**config.mk**
```make
export PLATFORM = sky130hd
export DESIGN_NAME = control_fsm
export DESIGN_NICKNAME = d
export VERILOG_FILES = /design/src/rtl/control_fsm.sv
export SDC_FILE = /design/constraint.sdc
export NUM_CORES = 1
export LEC_CHECK = 0
export BUFFER_PORTS_ARGS = -buffer_cell sky130_fd_sc_hd__buf_4
export CAP_MARGIN = 20
export CORE_MARGIN = 4
export CORE_UTILIZATION = 46
export CTS_CLUSTER_DIAMETER = 150
export CTS_CLUSTER_SIZE = 10
export DETAILED_ROUTE_END_ITERATION = 10
export PLACE_DENSITY = 0.78
export SLEW_MARGIN = 25
export SYNTH_ARGS = -nofsm -noshare
export SYNTH_HDL_FRONTEND = slang
export SYNTH_SLANG_ARGS = --single-unit
```
**constraint.sdc**
```tcl
create_clock -name Clock -period 1.73 [get_ports Clock]
set_input_delay 0.2595 -clock Clock [delete_from_list [all_inputs] [get_ports Clock]]
set_output_delay 0.2595 -clock Clock [all_outputs]
set_load 0.03 [all_outputs]
```
**src/rtl/control_fsm.sv**
```systemverilog
// Multi-cycle control unit: FETCH -> EXEC (-> MEM) sequencing that drives every
// datapath strobe from the current state, the IR opcode and the ALU Z flag.
module control_fsm #(
    parameter int unsigned MEM_WAIT = 0
) (
    input  logic       Clock,
    input  logic       nReset,
    input  logic [7:0] Opcode,
    input  logic       Z,
    output logic [4:0] AluOp,
    output logic [1:0] Op2Sel,
    output logic       Op1Sel,
    output logic       Rw,
    output logic       WdSel,
    output logic       AluEn,
    output logic       SpEn,
    output logic       SpWe,
    output logic       LrEn,
    output logic       LrWe,
    output logic       PcWe,
    output logic [1:0] PcSel,
    output logic       PcEn,
    output logic       IrWe,
    output logic       ImmSel,
    output logic       RegWe,
    output logic       MemEn,
    output logic       Halted
);

    typedef enum logic [1:0] {
        S_FETCH = 2'd0,
        S_EXEC  = 2'd1,
        S_MEM   = 2'd2,
        S_HALT  = 2'd3
    } state_e;

    localparam logic [2:0] WAIT_LAST = 3'(MEM_WAIT);

    state_e     state_q, state_d;
    logic [2:0] wait_q, wait_d;
    logic       run_q;
    logic [1:0] cls;
    logic [2:0] fn;
    logic       last_mem;
    logic       unused_opcode_lo;

    always_comb begin
        cls              = Opcode[7:6];
        fn               = Opcode[5:3];
        last_mem         = (wait_q == WAIT_LAST);
        unused_opcode_lo = ^Opcode[2:0];
    end

    // run_q stays low through the first edge after release, so the release
    // cycle carries no strobes and FETCH is held until the following cycle.
    always_ff @(posedge Clock or negedge nReset) begin
        if (!nReset) begin
            state_q <= S_FETCH;
            wait_q  <= '0;
            run_q   <= 1'b0;
        end else begin
            state_q <= state_d;
            wait_q  <= wait_d;
            run_q   <= 1'b1;
        end
    end

    always_comb begin
        state_d = state_q;
        wait_d  = wait_q;
        AluOp   = '0;
        Op2Sel  = '0;
        Op1Sel  = 1'b0;
        Rw      = 1'b0;
        WdSel   = 1'b0;
        AluEn   = 1'b0;
        SpEn    = 1'b0;
        SpWe    = 1'b0;
        LrEn    = 1'b0;
        LrWe    = 1'b0;
        PcWe    = 1'b0;
        PcSel   = '0;
        PcEn    = 1'b0;
        IrWe    = 1'b0;
        ImmSel  = 1'b0;
        RegWe   = 1'b0;
        MemEn   = 1'b0;
        Halted  = 1'b0;

        if (nReset && run_q) begin
            unique case (state_q)
                S_FETCH: begin
                    PcEn    = 1'b1;
                    MemEn   = 1'b1;
                    IrWe    = 1'b1;
                    PcWe    = 1'b1;
                    PcSel   = 2'b00;
                    state_d = S_EXEC;
                end

                S_EXEC: begin
                    wait_d  = '0;
                    state_d = S_FETCH;
                    unique case (cls)
                        2'b00: begin
                            AluOp = {2'b00, fn};
                            AluEn = 1'b1;
                            RegWe = 1'b1;
                        end
                        2'b01: begin
                            AluOp  = {2'b01, fn};
                            Op2Sel = 2'b01;
                            ImmSel = 1'b1;
                            AluEn  = 1'b1;
                            RegWe  = 1'b1;
                        end
                        2'b10: begin
                            Op2Sel  = 2'b01;
                            ImmSel  = 1'b1;
                            AluEn   = 1'b1;
                            MemEn   = 1'b1;
                            Rw      = Opcode[3];
                            state_d = S_MEM;
                        end
                        2'b11: begin
                            // Only branch-class ops use the ALU target; RET drives LR onto SysBus.
                            if (!fn[2]) begin
                                Op1Sel = 1'b1;
                                Op2Sel = 2'b01;
                                AluEn  = 1'b1;
                                PcSel  = 2'b01;
                            end
                            unique case (fn)
                                3'b000: PcWe = 1'b1;
                                3'b001: PcWe = Z;
                                3'b010: PcWe = ~Z;
                                3'b011: begin
                                    LrWe = 1'b1;
                                    PcWe = 1'b1;
                                end
                                3'b100: begin
                                    LrEn  = 1'b1;
                                    PcWe  = 1'b1;
                                    PcSel = 2'b10;
                                end
                                3'b101: begin
                                    SpWe    = 1'b1;
                                    state_d = S_MEM;
                                end
                                3'b110: begin
                                    SpEn    = 1'b1;
                                    MemEn   = 1'b1;
                                    state_d = S_MEM;
                                end
                                3'b111: state_d = S_HALT;
                            endcase
                        end
                    endcase
                end

                S_MEM: begin
                    MemEn = 1'b1;
                    if (cls == 2'b10) begin
                        Op2Sel = 2'b01;
                        ImmSel = 1'b1;
                        AluEn  = 1'b1;
                        Rw     = Opcode[3];
                        if (last_mem && !Opcode[3]) begin
                            WdSel = 1'b1;
                            RegWe = 1'b1;
                        end
                    end else if (fn == 3'b101) begin
                        SpEn = 1'b1;
                        Rw   = 1'b1;
                    end else if (fn == 3'b110) begin
                        SpEn = 1'b1;
                        if (last_mem) begin
                            WdSel = 1'b1;
                            RegWe = 1'b1;
                            SpWe  = 1'b1;
                        end
                    end
                    if (last_mem) begin
                        state_d = S_FETCH;
                    end else begin
                        wait_d = wait_q + 3'd1;
                    end
                end

                S_HALT: Halted = 1'b1;
            endcase
        end
    end

endmodule

```
==> report_table.html, run 1 <==
<table>
<tr><th>Metric</th><th>Value</th></tr>
<tr><th colspan="2">Die</th></tr>
<tr><td>IO Count</td><td>35</td></tr>
<tr><td>Initial cell density of the core</td><td>50.5%</td></tr>
<tr><td>Number of core rows</td><td>14</td></tr>
<tr><td>Die boundary width</td><td>roughly 50 um</td></tr>
<tr><td>Die span in y</td><td>49.4 um</td></tr>
<tr><th colspan="2">Synthesis</th></tr>
<tr><td>Adder-cell area share of the yosys netlist</td><td>17.5%</td></tr>
<tr><td>Register bit count reported by yosys</td><td>6</td></tr>
<tr><td>Share of cell area taken by muxes after synthesis</td><td>2.54%</td></tr>
<tr><td>Prevailing post-synth register cell</td><td>sky130_fd_sc_hd__dfrtp_1</td></tr>
<tr><td>Dominant cells by area after synthesis</td><td>sky130_fd_sc_hd__dfrtp_1 19%, sky130_fd_sc_hd__ha_1 17%, sky130_fd_sc_hd__o21ai_0 7.0%</td></tr>
<tr><td>Post-synthesis async set-or-reset flop share</td><td>100%</td></tr>
<tr><td>Yosys top cell area share</td><td>19.1%</td></tr>
<tr><td>Count of mapped cells out of synthesis</td><td>between 100 and 150</td></tr>
<tr><td>Post-synth EDFFs</td><td>0</td></tr>
<tr><td>Number of distinct standard cells referenced by the synthesized netlist</td><td>30</td></tr>
<tr><td>Average footprint of a synthesized cell</td><td>7.42 um2</td></tr>
<tr><td>Dominant combinational cell family by area after synthesis</td><td>simple AND/OR/NAND/NOR gates</td></tr>
<tr><td>Post-synthesis xor/xnor area fraction</td><td>0%</td></tr>
<tr><td>Share of synthesized cell area in and, or, nand and nor gates</td><td>28.3%</td></tr>
<tr><td>Proportion of synthesized chip area in sequential cells</td><td>between 10% and 20%</td></tr>
<tr><td>Cell Area, Synth</td><td>787 um2</td></tr>
<tr><td>Area fraction in compound gates after synthesis</td><td>21.3%</td></tr>
<tr><td>Area leader, netlist</td><td>sky130_fd_sc_hd__dfrtp_1</td></tr>
<tr><td>Number of warnings printed during yosys synthesis</td><td>0</td></tr>
<tr><th colspan="2">Placement</th></tr>
<tr><td>Global placement routability congestion</td><td>0.845</td></tr>
<tr><td>Post-detailed-placement half-perimeter wirelength</td><td>between 1500 and 2000 um</td></tr>
<tr><td>Count of port buffers added during placement</td><td>29</td></tr>
<tr><td>Placed cells</td><td>between 150 and 200</td></tr>
<tr><th colspan="2">Timing</th></tr>
<tr><td>Kind of endpoint with the least setup slack</td><td>output port</td></tr>
<tr><td>Worst Endpoint after GRT Repair</td><td>RegWe</td></tr>
<tr><th colspan="2">Run status</th></tr>
<tr><td>Run status</td><td>did not finish</td></tr>
<tr><td>Failing step</td><td>global routing (5_1_grt)</td></tr>
<tr><td>First error message</td><td>[ERROR DPL-0038] Utilization greater than 100%, impossible to legalize</td></tr>
<tr><th colspan="2">Clock network</th></tr>
<tr><td>CTS sink count</td><td>6</td></tr>
<tr><td>Root Buffer</td><td>sky130_fd_sc_hd__clkbuf_4</td></tr>
<tr><td>Bufs on Longest Clock Path</td><td>2</td></tr>
<tr><td>CTS buffer count</td><td>3</td></tr>
<tr><td>H-tree lvl count</td><td>1</td></tr>
<tr><th colspan="2">GRT</th></tr>
<tr><td>Maximum number of pins on one net before global-route repair</td><td>10</td></tr>
</table>
==> stage by stage <==
stage | worst slack (ns) | hold slack, ns | util, % | setup TNS (ns) | cell area [um2]
2_1_floorplan | -0.0537 | -0.0361 | - | -0.0770 | 841
3_3_place_gp | -0.0585 | 0.0777 | 73.7 | -0.0946 | 1150
3_5_place_dp | -0.0701 | 0.0805 | 73.7 | -0.127 | 1150
4_1_cts | -0.252 | 0.442 | 95.7 | -1.01 | 1490
==> Yosys cell counts, drive strengths merged (3+ instances only) <==
master  count
nand2      14
nor2b       4
a22o        3
ha         11
and3        3
dfrtp       6
inv         9
nand3       3
buf         7
nor2        6
a21oi       7
o21ai      11
and2        5
==> cells by family after synthesis <==
logic type                 count (synthesis)
and+or+nand+nor                           42
muxes                                      2
DFF                                        6
other                                      2
adders and majority gates                 11
buffers and inverters                     16
AOI/OAI and AO/OA                         27
==> what timing repair did <==
action                                  in CTS
endpoints found under the setup margin      18
hold endpoints to repair                     6
setup buffers                                9
gates resized for setup                     62
hold buffers                                 1
pin swaps                                   12
==> run 2: changes to the inputs <==
--- a/config.mk
+++ b/config.mk
@@ -7,12 +7,10 @@
 export LEC_CHECK = 0
 export BUFFER_PORTS_ARGS = -buffer_cell sky130_fd_sc_hd__buf_4
 export CAP_MARGIN = 20
-export CORE_MARGIN = 4
-export CORE_UTILIZATION = 46
-export CTS_CLUSTER_DIAMETER = 150
-export CTS_CLUSTER_SIZE = 10
+export CORE_AREA = 4 4 65 67
 export DETAILED_ROUTE_END_ITERATION = 10
-export PLACE_DENSITY = 0.78
+export DIE_AREA = 0 0 69 71
+export PLACE_DENSITY_LB_ADDON = 0.15
 export SLEW_MARGIN = 25
 export SYNTH_ARGS = -nofsm -noshare
 export SYNTH_HDL_FRONTEND = slang
==> run 2 against run 1 <==
The flow now finishes, with violations (negative setup slack). Synthesized cell count unchanged. Area after synthesis is the same.
==> report_table.html, run 2 <==
<table>
<tr><th>Metric</th><th>Value</th></tr>
<tr><th colspan="2">Synthesis</th></tr>
<tr><td>Average footprint of a synthesized cell</td><td>7.42 um2</td></tr>
<tr><td>Number of distinct standard cells referenced by the synthesized netlist</td><td>30</td></tr>
<tr><td>Post-synthesis xor/xnor area fraction</td><td>0%</td></tr>
<tr><td>Most frequently used cell type in the post-synthesis netlist</td><td>sky130_fd_sc_hd__nand2_1</td></tr>
<tr><td>Proportion of synthesized chip area in sequential cells</td><td>19.1%</td></tr>
<tr><td>Area leader, netlist</td><td>sky130_fd_sc_hd__dfrtp_1</td></tr>
<tr><td>Dominant combinational cell family by area after synthesis</td><td>simple AND/OR/NAND/NOR gates</td></tr>
<tr><td>Post-synth EDFFs</td><td>0</td></tr>
<tr><td>Register bit count reported by yosys</td><td>6</td></tr>
<tr><td>Share of synthesized cell area in and, or, nand and nor gates</td><td>28.3%</td></tr>
<tr><td>Cell Area, Synth</td><td>between 700 and 800 um2</td></tr>
<tr><td>Area fraction in compound gates after synthesis</td><td>21.3%</td></tr>
<tr><td>Share of cell area taken by muxes after synthesis</td><td>~2.5%</td></tr>
<tr><td>Count of mapped cells out of synthesis</td><td>106</td></tr>
<tr><td>Number of warnings printed during yosys synthesis</td><td>0</td></tr>
<tr><td>Prevailing post-synth register cell</td><td>sky130_fd_sc_hd__dfrtp_1</td></tr>
<tr><td>Dominant cells by area after synthesis</td><td>sky130_fd_sc_hd__dfrtp_1 19%, sky130_fd_sc_hd__ha_1 17%, sky130_fd_sc_hd__o21ai_0 7.0%</td></tr>
<tr><td>Post-synthesis async set-or-reset flop share</td><td>100%</td></tr>
<tr><td>Top cell types by occurrence after synthesis</td><td>14 x sky130_fd_sc_hd__nand2_1, 11 x sky130_fd_sc_hd__ha_1, 11 x sky130_fd_sc_hd__o21ai_0</td></tr>
<tr><td>Adder-cell area share of the yosys netlist</td><td>17.5%</td></tr>
<tr><td>Yosys top cell area share</td><td>approximately a fifth</td></tr>
<tr><th colspan="2">Die</th></tr>
<tr><td>Core Region</td><td>roughly 0.0036 mm2</td></tr>
<tr><td>Area of the die</td><td>0.00490 mm2</td></tr>
<tr><td>Number of core rows</td><td>22</td></tr>
<tr><td>Initial cell density of the core</td><td>21.7%</td></tr>
<tr><td>Die boundary width</td><td>around 69 um</td></tr>
<tr><td>IO Count</td><td>35</td></tr>
<tr><td>Die span in y</td><td>just over 70 um</td></tr>
<tr><th colspan="2">Timing</th></tr>
<tr><td>Crit share post-route</td><td>113%</td></tr>
<tr><td>Final count of pins violating max slew</td><td>0</td></tr>
<tr><td>Total Negative Setup Slacks</td><td>-1.69 ns</td></tr>
<tr><td>Worst setup margin</td><td>-0.223 ns</td></tr>
<tr><td>Setup repair after global routing missed its margin</td><td>yes</td></tr>
<tr><td>Timing-limited maximum frequency</td><td>0.512 GHz</td></tr>
<tr><td>Worst Clk Skew</td><td>between 0.0003 and 0.0004 ns</td></tr>
<tr><td>Final setup viols</td><td>15</td></tr>
<tr><td>Minimum clock period after layout</td><td>1.95 ns</td></tr>
<tr><td>Hold violation count in the final report</td><td>0</td></tr>
<tr><th colspan="2">Clock network</th></tr>
<tr><td>Insertion delay to the later sink of the worst-skew pair</td><td>0.22 ns</td></tr>
<tr><td>CTS tree</td><td>built</td></tr>
<tr><td>CTS sink count</td><td>6</td></tr>
<tr><td>Register clock-pin slew on the reported worst setup and hold paths</td><td>~0.040 ns</td></tr>
<tr><td>CTS buffer count</td><td>3</td></tr>
<tr><td>Bufs on Longest Clock Path</td><td>2</td></tr>
<tr><td>Root Buffer</td><td>sky130_fd_sc_hd__clkbuf_8</td></tr>
<tr><td>H-tree lvl count</td><td>1</td></tr>
<tr><th colspan="2">Final layout</th></tr>
<tr><td>Antenna diodes</td><td>0</td></tr>
<tr><td>Layout cells sized above 1</td><td>64.0%</td></tr>
<tr><td>Number of flip-flops under the largest register name</td><td>3</td></tr>
<tr><td>Top flop regs</td><td>wait_q (3), state_q (2), run_q (1)</td></tr>
<tr><td>Commonest non-fill, non-tap cells in the layout</td><td>34 x sky130_fd_sc_hd__buf_4, 26 x sky130_fd_sc_hd__buf_6, 9 x sky130_fd_sc_hd__nand2_1</td></tr>
<tr><td>Final Instance Count excl. Fillers</td><td>approximately 210</td></tr>
<tr><td>Commonest non-fill, non-tap cell in the layout</td><td>sky130_fd_sc_hd__buf_4</td></tr>
<tr><td>Net total in the final layout</td><td>188</td></tr>
<tr><td>P&amp;R area growth vs syn</td><td>109%</td></tr>
<tr><td>Most flop-heavy register</td><td>wait_q</td></tr>
<tr><th colspan="2">Worst setup path</th></tr>
<tr><td>Startpoint Class</td><td>flop</td></tr>
<tr><td>Worst EP arrival</td><td>1.69 ns</td></tr>
<tr><td>Crit Path Max Fanout</td><td>2</td></tr>
<tr><td>Critical Path Sink Type</td><td>primary output</td></tr>
<tr><td>Data required time at the worst endpoint</td><td>1.47 ns</td></tr>
<tr><td>Critical setup path kind</td><td>reg -&gt; out</td></tr>
<tr><th colspan="2">Route</th></tr>
<tr><td>Antenna viol nets, final</td><td>0</td></tr>
<tr><td>First-pass iteration count of the detailed router</td><td>2</td></tr>
<tr><td>DRC violation count after routing</td><td>0</td></tr>
<tr><td>Average detailed-routed wire length per instance</td><td>about 13 um</td></tr>
<tr><td>Ratio of routed vias to standard cells</td><td>4.41</td></tr>
<tr><td>Detailed Route WL</td><td>~2700 um</td></tr>
<tr><td>Detailed router's first-iteration violation count</td><td>38</td></tr>
<tr><td>Via total after detailed routing</td><td>roughly 940</td></tr>
<tr><th colspan="2">Placement</th></tr>
<tr><td>Placed cells</td><td>198</td></tr>
<tr><td>Worst setup slack after placement</td><td>-0.0783 ns</td></tr>
<tr><td>Post-detailed-placement half-perimeter wirelength</td><td>2010 um</td></tr>
<tr><td>Global placement routability congestion</td><td>0.760</td></tr>
<tr><td>Count of port buffers added during placement</td><td>29</td></tr>
<tr><th colspan="2">Pwr</th></tr>
<tr><td>Total power per unit cell area</td><td>265 mW/mm2</td></tr>
<tr><td>Leakage power summed over all cells</td><td>0.740 nW</td></tr>
<tr><td>Worst vdd rail ir drop</td><td>0.102 mV</td></tr>
<tr><th colspan="2">Job</th></tr>
<tr><td>Maximum Capacitance Violations</td><td>0</td></tr>
<tr><th colspan="2">GRT</th></tr>
<tr><td>Wire length of the first global-routing pass</td><td>4560 um</td></tr>
<tr><td>Antenna violations before repair</td><td>0</td></tr>
<tr><td>Aggregate global routing overflow</td><td>0</td></tr>
<tr><td>Total track usage</td><td>between 10% and 20%</td></tr>
<tr><td>Vias in the first global route</td><td>1005</td></tr>
<tr><td>Maximum number of pins on one net before global-route repair</td><td>10</td></tr>
<tr><th colspan="2">Run status</th></tr>
<tr><td>Violated checks</td><td>negative setup slack</td></tr>
<tr><td>Run status</td><td>finished, violations left</td></tr>
<tr><th colspan="2">Hold path</th></tr>
<tr><td>HP Class</td><td>in -&gt; async</td></tr>
</table>
-- run 2: through the flow --
stage	util (%)	hold WS (ns)	total power, mW	area (um2)
6_report	45.2	0.490	0.435	1640
5_1_grt	45.2	0.518	0.458	1640
4_1_cts	41.7	0.496	0.435	1510
3_5_place_dp	33.7	0.0873	0.219	1230
3_3_place_gp	33.7	0.0839	0.218	1230
2_1_floorplan	-	-0.0361	0.185	841
-- run 2: repair_timing --
action	in CTS	in global routing
setup buffers	5	5
resized for setup	52	23
setup endpoints to repair	19	19
endpoints found under the hold margin	6	0
hold buffers	1	0
pin swaps	15	10
-- run 2: metal layers --
metal,routed length [um],part of all wire (%),vias to the layer above,track usage (%)
li1,-,-,473,-
met1,1200,44,442,13.3
met2,1390,51,18,19.4
met3,125,4.6,2,2.56
met4,16,0.59,0,3.69
met5,0,0,-,0
-- run 2: worst paths after layout --
path / startpoint / to / slack, ns / cells after the start
worst max register to register: state_q[0] / wait_q[0] / 0.16 / 6
worst min register to register: wait_q[2] / wait_q[2] / 0.62 / 2
worst max-delay path: wait_q[0] / WdSel / -0.22 / 6
min in group Clock: Opcode[5] / state_q[0] / 0.57 / 5
worst min-delay path: nReset / state_q[0] / 0.49 / 2
max in group asynchronous: nReset / state_q[1] / 1.00 / 2
-- run 2: worst max-delay path, stage by stage (launching register included) --
cell and delay (ns):
sky130_fd_sc_hd__dfrtp_1 0.38, sky130_fd_sc_hd__inv_2 0.09, sky130_fd_sc_hd__ha_4 0.15, sky130_fd_sc_hd__nand2b_4 0.05, sky130_fd_sc_hd__or4b_4 0.52, sky130_fd_sc_hd__nor2_4 0.14, sky130_fd_sc_hd__buf_6 0.14
-- run 2: final cells by class --
cell class / instances / area [um2]
Clock buffer: 3 / 41.3
Fill cell: 390 / 1990
Inverter: 9 / 36.3
Multi-Input combinational cell: 85 / 796
Sequential cell: 6 / 151
Tap cell: 48 / 60.1
Timing Repair Buffer: 61 / 558
-- run 2: cells by family after synthesis --
logic type | count (synthesis)
AOI/OAI and AO/OA | 27
and+or+nand+nor | 42
adders and majority gates | 11
muxes | 2
buffers and inverters | 16
other | 2
DFF | 6
-- run 2: report_power, final --
part | switching (mW) | internal [mW] | total (mW) | leakage (nW)
logic | 0.0537 | 0.0316 | 0.0853 | 0.647
registers | 0.00130 | 0.142 | 0.144 | 0.0708
clock network | 0.0565 | 0.149 | 0.206 | 0.0216
total | 0.112 | 0.323 | 0.435 | 0.740
(Power assumes the default switching activity.)
==> run 3: changes to the inputs <==
--- a/config.mk
+++ b/config.mk
@@ -11,6 +11,7 @@
 export DETAILED_ROUTE_END_ITERATION = 10
 export DIE_AREA = 0 0 69 71
 export PLACE_DENSITY_LB_ADDON = 0.15
+export RECOVER_POWER = 25
 export SLEW_MARGIN = 25
 export SYNTH_ARGS = -nofsm -noshare
 export SYNTH_HDL_FRONTEND = slang
==> run 3 against run 2 <==
The flow still finishes with violations (negative setup slack). Die area unchanged. Highest routed layer unchanged. Clock skew unchanged. Cell count unchanged. First-iteration DRC count unchanged. Global-route usage unchanged. Sequential power about the same. Sequential cell count unchanged. Hold slack better by 0.081 ns. Cell area down 0.23%. Wire length about the same.
==> report_table.html, run 3 (synthesis gave the netlist of run 2 again) <==
<table>
<tr><th>Metric</th><th>Value</th></tr>
<tr><th colspan="2">Final layout</th></tr>
<tr><td>Top flop regs</td><td>wait_q (3), state_q (2), run_q (1)</td></tr>
<tr><td>Layout cells sized above 1</td><td>roughly 63%</td></tr>
<tr><td>Area of all placed cells without fillers</td><td>around 0.0016 mm2</td></tr>
<tr><td>Commonest non-fill, non-tap cells in the layout</td><td>33 x sky130_fd_sc_hd__buf_4, 26 x sky130_fd_sc_hd__buf_6, 9 x sky130_fd_sc_hd__nand2_1</td></tr>
<tr><td>FILL cells</td><td>390</td></tr>
<tr><td>Most flop-heavy register</td><td>wait_q</td></tr>
<tr><td>Antenna diodes</td><td>0</td></tr>
<tr><td>Net total in the final layout</td><td>188</td></tr>
<tr><td>Commonest non-fill, non-tap cell in the layout</td><td>sky130_fd_sc_hd__buf_4</td></tr>
<tr><td>Number of flip-flops under the largest register name</td><td>3</td></tr>
<tr><td>Area of the multi-input gates</td><td>slightly below 800 um2</td></tr>
<tr><td>P&amp;R area growth vs syn</td><td>108%</td></tr>
<tr><td>Final cell utilization of the core</td><td>45.1%</td></tr>
<tr><td>Area taken by flip-flops and latches</td><td>151 um2</td></tr>
<tr><th colspan="2">Clock network</th></tr>
<tr><td>Root Buffer</td><td>sky130_fd_sc_hd__clkbuf_8</td></tr>
<tr><td>CTS buffer count</td><td>3</td></tr>
<tr><td>Register clock-pin slew on the reported worst setup and hold paths</td><td>0.04 ns</td></tr>
<tr><td>Bufs on Longest Clock Path</td><td>2</td></tr>
<tr><td>Insertion delay to the later sink of the worst-skew pair</td><td>0.22 ns</td></tr>
<tr><td>H-tree lvl count</td><td>1</td></tr>
<tr><td>CTS sink count</td><td>6</td></tr>
<tr><td>CTS tree</td><td>built</td></tr>
<tr><th colspan="2">Worst setup path</th></tr>
<tr><td>Critical Path Sink Type</td><td>primary output</td></tr>
<tr><td>R2R Setup Slk</td><td>0.16 ns</td></tr>
<tr><td>R2R cell count</td><td>6</td></tr>
<tr><td>Cell-by-cell listing of the critical path</td><td>inv_2, ha_4, nand2b_4, or4b_4, nor2_4, buf_6</td></tr>
<tr><td>Worst path bufs/invs</td><td>2</td></tr>
<tr><td>Startpoint Class</td><td>flop</td></tr>
<tr><td>Critical setup path kind</td><td>reg -&gt; out</td></tr>
<tr><td>Highest cell delay on the worst timing path</td><td>between 0.5 and 0.6 ns</td></tr>
<tr><td>Critical R2R Capture</td><td>wait_q[0]</td></tr>
<tr><td>Crit Path Max Fanout</td><td>2</td></tr>
<tr><td>Data required time at the worst endpoint</td><td>1.47 ns</td></tr>
<tr><td>Worst EP arrival</td><td>between 1.5 and 2 ns</td></tr>
<tr><td>Cell family with most CP delay</td><td>simple AND/OR/NAND/NOR gates</td></tr>
<tr><td>Cell with the largest stage delay on the worst path</td><td>sky130_fd_sc_hd__or4b_4</td></tr>
<tr><td>Worst R2R Start</td><td>state_q[0]</td></tr>
<tr><th colspan="2">Die</th></tr>
<tr><td>Initial cell density of the core</td><td>21.7%</td></tr>
<tr><td>IO Count</td><td>35</td></tr>
<tr><td>Die boundary width</td><td>around 69 um</td></tr>
<tr><td>Die span in y</td><td>71 um</td></tr>
<tr><td>Core Region</td><td>around 0.0036 mm2</td></tr>
<tr><td>Number of core rows</td><td>22</td></tr>
<tr><td>Area of the die</td><td>0.00490 mm2</td></tr>
<tr><th colspan="2">Route</th></tr>
<tr><td>Antenna viol nets, final</td><td>0</td></tr>
<tr><td>First-pass iteration count of the detailed router</td><td>2</td></tr>
<tr><td>Detailed router's first-iteration violation count</td><td>38</td></tr>
<tr><td>Via total after detailed routing</td><td>~940</td></tr>
<tr><td>Ratio of routed vias to standard cells</td><td>~4.4</td></tr>
<tr><td>Average detailed-routed wire length per instance</td><td>12.9 um</td></tr>
<tr><td>DRC violation count after routing</td><td>0</td></tr>
<tr><td>Detailed Route WL</td><td>2730 um</td></tr>
<tr><th colspan="2">GRT</th></tr>
<tr><td>Antenna violations before repair</td><td>0</td></tr>
<tr><td>Aggregate global routing overflow</td><td>0</td></tr>
<tr><td>Vias in the first global route</td><td>between 1000 and 1500</td></tr>
<tr><td>Wire length of the first global-routing pass</td><td>around 4600 um</td></tr>
<tr><td>Total track usage</td><td>11.1%</td></tr>
<tr><td>Maximum number of pins on one net before global-route repair</td><td>10</td></tr>
<tr><th colspan="2">Run status</th></tr>
<tr><td>Violated checks</td><td>negative setup slack</td></tr>
<tr><td>Run status</td><td>finished, violations left</td></tr>
<tr><th colspan="2">Timing</th></tr>
<tr><td>Crit share post-route</td><td>113%</td></tr>
<tr><td>Hold violation count in the final report</td><td>0</td></tr>
<tr><td>Final setup viols</td><td>15</td></tr>
<tr><td>Worst setup margin</td><td>-0.223 ns</td></tr>
<tr><td>Min Hold Slack</td><td>0.571 ns</td></tr>
<tr><td>Minimum clock period after layout</td><td>~2 ns</td></tr>
<tr><td>Worst Clk Skew</td><td>0.000383 ns</td></tr>
<tr><td>Timing-limited maximum frequency</td><td>just over 0.5 GHz</td></tr>
<tr><td>Final count of pins violating max slew</td><td>0</td></tr>
<tr><td>Total Negative Setup Slacks</td><td>-1.69 ns</td></tr>
<tr><td>Setup repair after global routing missed its margin</td><td>yes</td></tr>
<tr><th colspan="2">Pwr</th></tr>
<tr><td>Total power per unit cell area</td><td>265 mW/mm2</td></tr>
<tr><td>Leakage power summed over all cells</td><td>between 0.7 and 0.8 nW</td></tr>
<tr><td>Final Total Pwr</td><td>0.434 mW</td></tr>
<tr><td>Worst vdd rail ir drop</td><td>0.102 mV</td></tr>
<tr><th colspan="2">Placement</th></tr>
<tr><td>Post-place instance area</td><td>approximately 0.0012 mm2</td></tr>
<tr><td>Global placement routability congestion</td><td>0.760</td></tr>
<tr><td>Post-detailed-placement half-perimeter wirelength</td><td>around 2000 um</td></tr>
<tr><td>Count of port buffers added during placement</td><td>29</td></tr>
<tr><th colspan="2">Hold path</th></tr>
<tr><td>Worst Hold Launch</td><td>Opcode[5]</td></tr>
<tr><td>HP Class</td><td>in -&gt; reg</td></tr>
<tr><td>Worst hold path endpoint</td><td>state_q[0]</td></tr>
<tr><td>Hold Path Stages</td><td>5</td></tr>
<tr><th colspan="2">Job</th></tr>
<tr><td>Maximum Capacitance Violations</td><td>0</td></tr>
</table>
-- run 3: cell types whose count changed in the layout (fill, tap and decap cells not counted) --
| cell | change |
|---|---|
| sky130_fd_sc_hd__clkbuf_1 | +1 |
| sky130_fd_sc_hd__buf_4 | -1 |
-- run 3: metal layers --
layer	up-vias	GRT usage (%)	wire [um]
met1	442	13.3	1200
met4	0	3.69	16
met2	18	19.4	1390
met5	-	0	0
met3	2	2.56	124
li1	473	-	-
-- run 3: timing repair --
action | CTS | global route
setup endpoints to repair | 19 | 19
pin swaps | 15 | 10
hold buffers | 1 | 0
hold endpoints to repair | 6 | 0
resized for setup | 52 | 23
buffers inserted | 5 | 5
-- run 3: worst max-delay path by stage --
stage,startpoint,end,slack [ns],cells after the start
floorplan,state_q[1],MemEn,-0.05,6
global placement,state_q[1],MemEn,-0.08,6
detailed placement,state_q[1],MemEn,-0.08,6
CTS,wait_q[1],RegWe,-0.22,6
global route,wait_q[0],RegWe,-0.27,6
finish,wait_q[0],WdSel,-0.22,6
-- run 3: power by group --
part / internal, mW / total, mW / switching [mW]
logic: 0.0306 / 0.0843 / 0.0537
clock network: 0.149 / 0.206 / 0.0565
registers: 0.142 / 0.144 / 0.00130
total: 0.322 / 0.434 / 0.112
-- run 3: layout make-up --
cell class                      count  area share, %
Multi-Input combinational cell     85           48.5
Timing Repair Buffer               61           33.8
Sequential cell                     6           9.24
Tap cell                           48           3.66
Clock buffer                        3           2.52
Inverter                            9           2.21
-- run 3: metrics by stage --
| stage | setup WS (ns) | cells |
|---|---|---|
| after floorplan | -0.0537 | 107 |
| after CTS | -0.222 | 207 |
| after global routing | -0.265 | 212 |
| after detailed placement | -0.0783 | 198 |
| after global placement | -0.0777 | 198 |
| final | -0.223 | 212 |
-- run 3: worst min-delay path: stages --
cell                      delay [ns]
sky130_fd_sc_hd__buf_4          0.16
sky130_fd_sc_hd__nand3_1        0.10
sky130_fd_sc_hd__o22ai_1        0.08
sky130_fd_sc_hd__nand2_1        0.06
sky130_fd_sc_hd__o21ai_0        0.08
